File: src/rtl/nibble_serial_adder.sv
// Serial wide adder: adds two 4*NIBBLES-bit operands one nibble per clock through
// a single 4-bit ripple-carry adder, registering the inter-nibble carry.

module full_adder (
  input  logic a,
  input  logic b,
  input  logic cin,
  output logic sum,
  output logic cout
);
  assign sum  = a ^ b ^ cin;
  assign cout = (a & b) | (cin & (a ^ b));
endmodule

module ripple_adder4 (
  input  logic [3:0] a,
  input  logic [3:0] b,
  input  logic       cin,
  output logic [3:0] sum,
  output logic       cout
);
  logic [4:0] w_carry;

  assign w_carry[0] = cin;
  assign cout       = w_carry[4];

  for (genvar i = 0; i < 4; i++) begin : gBit
    full_adder uFa (
      .a   (a[i]),
      .b   (b[i]),
      .cin (w_carry[i]),
      .sum (sum[i]),
      .cout(w_carry[i+1])
    );
  end
endmodule

module nibble_serial_adder #(
  parameter int NIBBLES = 4
) (
  input  logic                 clk,
  input  logic                 rst,
  input  logic                 start,
  input  logic [4*NIBBLES-1:0] a,
  input  logic [4*NIBBLES-1:0] b,
  input  logic                 cin,
  output logic                 busy,
  output logic                 done,
  output logic [4*NIBBLES-1:0] sum,
  output logic                 cout,
  output logic                 overflow
);
  localparam int W  = 4 * NIBBLES;
  localparam int KW = (NIBBLES > 1) ? $clog2(NIBBLES) : 1;
  localparam logic [KW-1:0] K_LAST = KW'(NIBBLES - 1);

  typedef enum logic [1:0] {IDLE, RUN, DONE} state_t;

  state_t          r_state;
  logic [W-1:0]    r_sa;
  logic [W-1:0]    r_sb;
  logic [W-1:0]    r_res;
  logic            r_cr;
  logic [KW-1:0]   r_k;
  logic            r_aMsb;
  logic            r_bMsb;
  logic            r_busy;
  logic            r_done;
  logic [W-1:0]    r_sum;
  logic            r_cout;
  logic            r_ovf;

  logic [3:0]      w_sum4;
  logic            w_cout4;
  logic [W+3:0]    w_cat;
  logic [W-1:0]    w_resNext;

  ripple_adder4 uAdder (
    .a   (r_sa[3:0]),
    .b   (r_sb[3:0]),
    .cin (r_cr),
    .sum (w_sum4),
    .cout(w_cout4)
  );

  // New nibble enters at the top; after the last nibble the word is in order.
  assign w_cat     = {w_sum4, r_res};
  assign w_resNext = W'(w_cat >> 4);

  always_ff @(posedge clk) begin
    if (rst) begin
      r_state <= IDLE;
      r_sa    <= '0;
      r_sb    <= '0;
      r_res   <= '0;
      r_cr    <= 1'b0;
      r_k     <= '0;
      r_aMsb  <= 1'b0;
      r_bMsb  <= 1'b0;
      r_busy  <= 1'b0;
      r_done  <= 1'b0;
      r_sum   <= '0;
      r_cout  <= 1'b0;
      r_ovf   <= 1'b0;
    end else begin
      r_done <= 1'b0;
      case (r_state)
        IDLE, DONE: begin
          if (start) begin
            r_sa    <= a;
            r_sb    <= b;
            r_cr    <= cin;
            r_k     <= '0;
            r_aMsb  <= a[W-1];
            r_bMsb  <= b[W-1];
            r_state <= RUN;
            r_busy  <= 1'b1;
          end else begin
            r_state <= IDLE;
            r_busy  <= 1'b0;
          end
        end
        RUN: begin
          r_res <= w_resNext;
          r_cr  <= w_cout4;
          r_sa  <= r_sa >> 4;
          r_sb  <= r_sb >> 4;
          r_k   <= r_k + 1'b1;
          // Outputs load from the next-state values so they are valid with done.
          if (r_k == K_LAST) begin
            r_state <= DONE;
            r_busy  <= 1'b0;
            r_done  <= 1'b1;
            r_sum   <= w_resNext;
            r_cout  <= w_cout4;
            r_ovf   <= (r_aMsb == r_bMsb) && (w_resNext[W-1] != r_aMsb);
          end
        end
        default: begin
          r_state <= IDLE;
          r_busy  <= 1'b0;
        end
      endcase
    end
  end

  assign busy     = r_busy;
  assign done     = r_done;
  assign sum      = r_sum;
  assign cout     = r_cout;
  assign overflow = r_ovf;
endmodule

File: config.mk
export PLATFORM = sky130hd
export DESIGN_NAME = nibble_serial_adder
export DESIGN_NICKNAME = d
export VERILOG_FILES = /design/src/rtl/nibble_serial_adder.sv
export SDC_FILE = /design/constraint.sdc
export NUM_CORES = 1
export LEC_CHECK = 0
export ABC_AREA = 1
export CORE_MARGIN = 2
export CORE_UTILIZATION = 46
export CTS_CLUSTER_SIZE = 25
export DETAILED_ROUTE_END_ITERATION = 8
export PLACE_DENSITY_LB_ADDON = 0.05
export SLEW_MARGIN = 10
export SYNTH_ARGS = -nofsm -noshare
export SYNTH_HDL_FRONTEND = slang
export SYNTH_SLANG_ARGS = --single-unit
File: constraint.sdc
create_clock -name clk -period 2.49 [get_ports clk]
set_input_delay 0.3735 -clock clk [delete_from_list [all_inputs] [get_ports clk]]
set_output_delay 0.3735 -clock clk [all_outputs]
set_load 0.05 [all_outputs]
==> reports/summary.txt <==
Die W: 84.6 um
Critical path endpoint category: flip-flop
Combinational share of power: 15.2%
Design Area, Final: 0.00378 sq mm
Layout Cells excl Fill: 534
Global-route wire length before repair: 11.3 mm
# diodes: 0
Register area share after synthesis: 47.6%
Commonest cells in the synthesized netlist: 71 x dfxtp_1, 66 x nand2_1, 65 x nand3_1
Flop pwr share: 48.0%
Status: finished, final reports clean
Finished Core Util: 59.9%
Clock Sinks: 71
DR pass1 iterations: 7
Clk network pwr share: 36.8%
Async S/R FF share, synth: 0%
I/O pin count: 56
Reg2reg path depth: 11
Mapped Cells: 402
Max-slew violations: 0
# hold bufs at CTS: 0
#FFs+latches synth: 71
Die H: 84.6 um
Syn Nets: 443
Worst Path Required: 2730 ps
Finish-stage setup viols: 0
Starting DRT DRC Count: 112
Total vias in the final route: 2627
Die area: 0.00716 sq mm
Routed vias/inst: 4.92
Int Pwr: 1.92 mW
DP Wirelength: 4.46 mm
Fraction of layout instances using a drive strength above 1: 7.66%
Hold Crit Depth: 2
Yosys warns: 0
Worst setup margin: 178 ps
TNS Setup: 0 ps
Final Skew: 9.46 ps
Hold Crit Class: reg -> reg
CP max stage delay: 430 ps
Hold Vio Cnt, Final: 0
CP Launch Type: flip-flop
Clk buf depth: 2
Slowest stage cell, crit path: fa_1
Final period util: 92.8%
Clock-pin slew on the worst setup and hold paths: 70 ps
Cell mode on critical path: inv_1
Slew at the pin closest to its max-slew limit: 497 ps
Worst-path cell chain: inv_1 -> fa_1 -> inv_1 -> fa_2 -> fa_1 -> inv_1 -> fa_1 -> nand3_1 -> nand3_1 -> nand2_1 -> inv_1
Placed cell area: 0.00357 sq mm
Max_cap viols: 0
Port Buffers: 55
Most frequent cell after synthesis: dfxtp_1
Syn Area/Cell: 7.43 sq um
Switching share of total power: 25.8%
CTS Buf Count: 9
Synth Flop Type: dfxtp_1
Largest net degree at the start of global routing: 45
Slew Limit Headroom: 66.8%
Initial antenna violation count: 0
Synthesized cell area: 0.00299 sq mm
Vias in the first global route: 2458
GRT Util Overall: 19.8%
Synth area leader: dfxtp_1
Yosys top cell area share: 47.6%
Area grow syn2layout: 26.7%
Pre-CTS WS: 123 ps
VDD IR-drop max: 0.357 mV
# nets final: 493
H-tree Lvls: 3
FMAX: 0.433 GHz
Switching pwr: 669 uW
Starting Density: 47.3%
Power Density: 684 mW/mm^2
Row cnt: 29
Synth cell types: 21
Tmin final: 2310 ps
Top post-synthesis cells by area: dfxtp_1 48%, nand3_1 11%, nand2_1 8.3%
Root buffer cell: clkbuf_8
Pleak: 1.54 nW
Final WL: 6.56 mm
Crit Path Class: reg -> reg
Gpl congestion: 0.802
DRC Markers: 0
Inst Count DP: 518
TritonCTS clock tree: done
Crit Path Max Fanout: 2
Clk Latency, worst-skew pair: 340 ps
Post-synth EDFFs: 0
RSZ-0062 raised after global routing: no
Wirelength per Cell: 12.3 um
Core footprint: 0.00631 sq mm
Arrival time at the worst endpoint: 2560 ps
Post-route ant nets: 0
GRT overflow: 0
per-layer routing:
metal  global-route usage [%]  vias up  wire length (um)
met5                        0        -                 0
met4                     8.66        0               152
met1                     25.4     1165              3020
met3                     3.34       13               250
li1                         -     1388                 -
met2                     32.9       61              3140
state kept, by name, summed over array words and instances, names as in the netlist:
| signal | count |
|---|---|
| sum | 16 |
| r_cr | 1 |
| r_res | 12 |
| r_k | 2 |
| r_sa | 16 |
| overflow | 1 |
| busy | 1 |
| done | 1 |
| r_sb | 16 |
| r_bMsb | 1 |
| r_aMsb | 1 |
| cout | 1 |
| r_state | 2 |
final cells by class:
class                   count  area [sq um]
clock buffers              13           169
clock inverters             3          40.0
fillers                   626          2530
inverters                  50           188
multi-input cells         255          1230
flip-flops and latches     71          1420
well taps                  77          96.3
repair buffers             65           638
final timing paths:
check	slack (ps)	from	end
min	460	r_res[5]$_SDFFE_PP0P_	sum[1]$_SDFFE_PP0P_
min reg2reg	460	r_res[5]$_SDFFE_PP0P_	sum[1]$_SDFFE_PP0P_
max	180	r_sb[0]$_SDFFE_PP0P_	overflow$_SDFFE_PP0P_
max reg2reg	180	r_sb[0]$_SDFFE_PP0P_	overflow$_SDFFE_PP0P_
cells by family after synthesis:
logic type,Yosys count,synth area share (%)
adders and majority gates,5,3.10
DFF,71,47.6
AOI/OAI and AO/OA,52,8.79
buffers and inverters,76,11.3
and+or+nand+nor,198,29.3
metrics by stage:
step	hold WS (ps)	power, mW
6_report	457	2.59
5_1_grt	482	2.72
4_1_cts	459	2.61
3_5_place_dp	452	1.66
3_3_place_gp	447	1.66
2_1_floorplan	429	1.53
critical path: cells and delay by family, from the launching register on:
kind / cells / cell delay, ps
adders and majority gates: 4 / 1420
DFF: 1 / 300
and+or+nand+nor: 3 / 250
buffers and inverters: 4 / 260
cells in the final DEF, fill, tap and decap left out:
cell type        netlist  routed
fa_2                   0       1
o21a_1                 1       1
inv_1                 45      43
clkbuf_1               2       1
nor2_1                39      39
clkbuf_8               0      12
nand2_1               66      66
nand3b_1               1       1
nor3_1                24      24
nand3_1               65      65
inv_2                  4       6
buf_4                  1       9
buf_12                 0       1
clkdlybuf4s50_1        0      55
clkinv_2               0       2
ha_1                   1       1
bufinv_16              0       1
nand2_2                1       1
nand3_2                1       1
a21oi_1               33      33
fa_1                   4       3
nor2_4                 1       1
dfxtp_1               71      71
clkinv_1               1       1
o21ai_0               18      18
power by group through the flow:
stage	clock network (mW)	registers, mW	logic (mW)
detailed placement	0	1.27	0.395
global route	1.02	1.25	0.449
CTS	0.972	1.24	0.397
floorplan	0	1.27	0.266
finish	0.952	1.24	0.394
global placement	0	1.27	0.390
repair_timing:
action | in CTS | in global routing
setup buffers | 0 | 0
resized for setup | 0 | 3
endpoints found under the setup margin | 0 | 3
endpoints found under the hold margin | 0 | 0
Power figures use the tool's default switching activity.
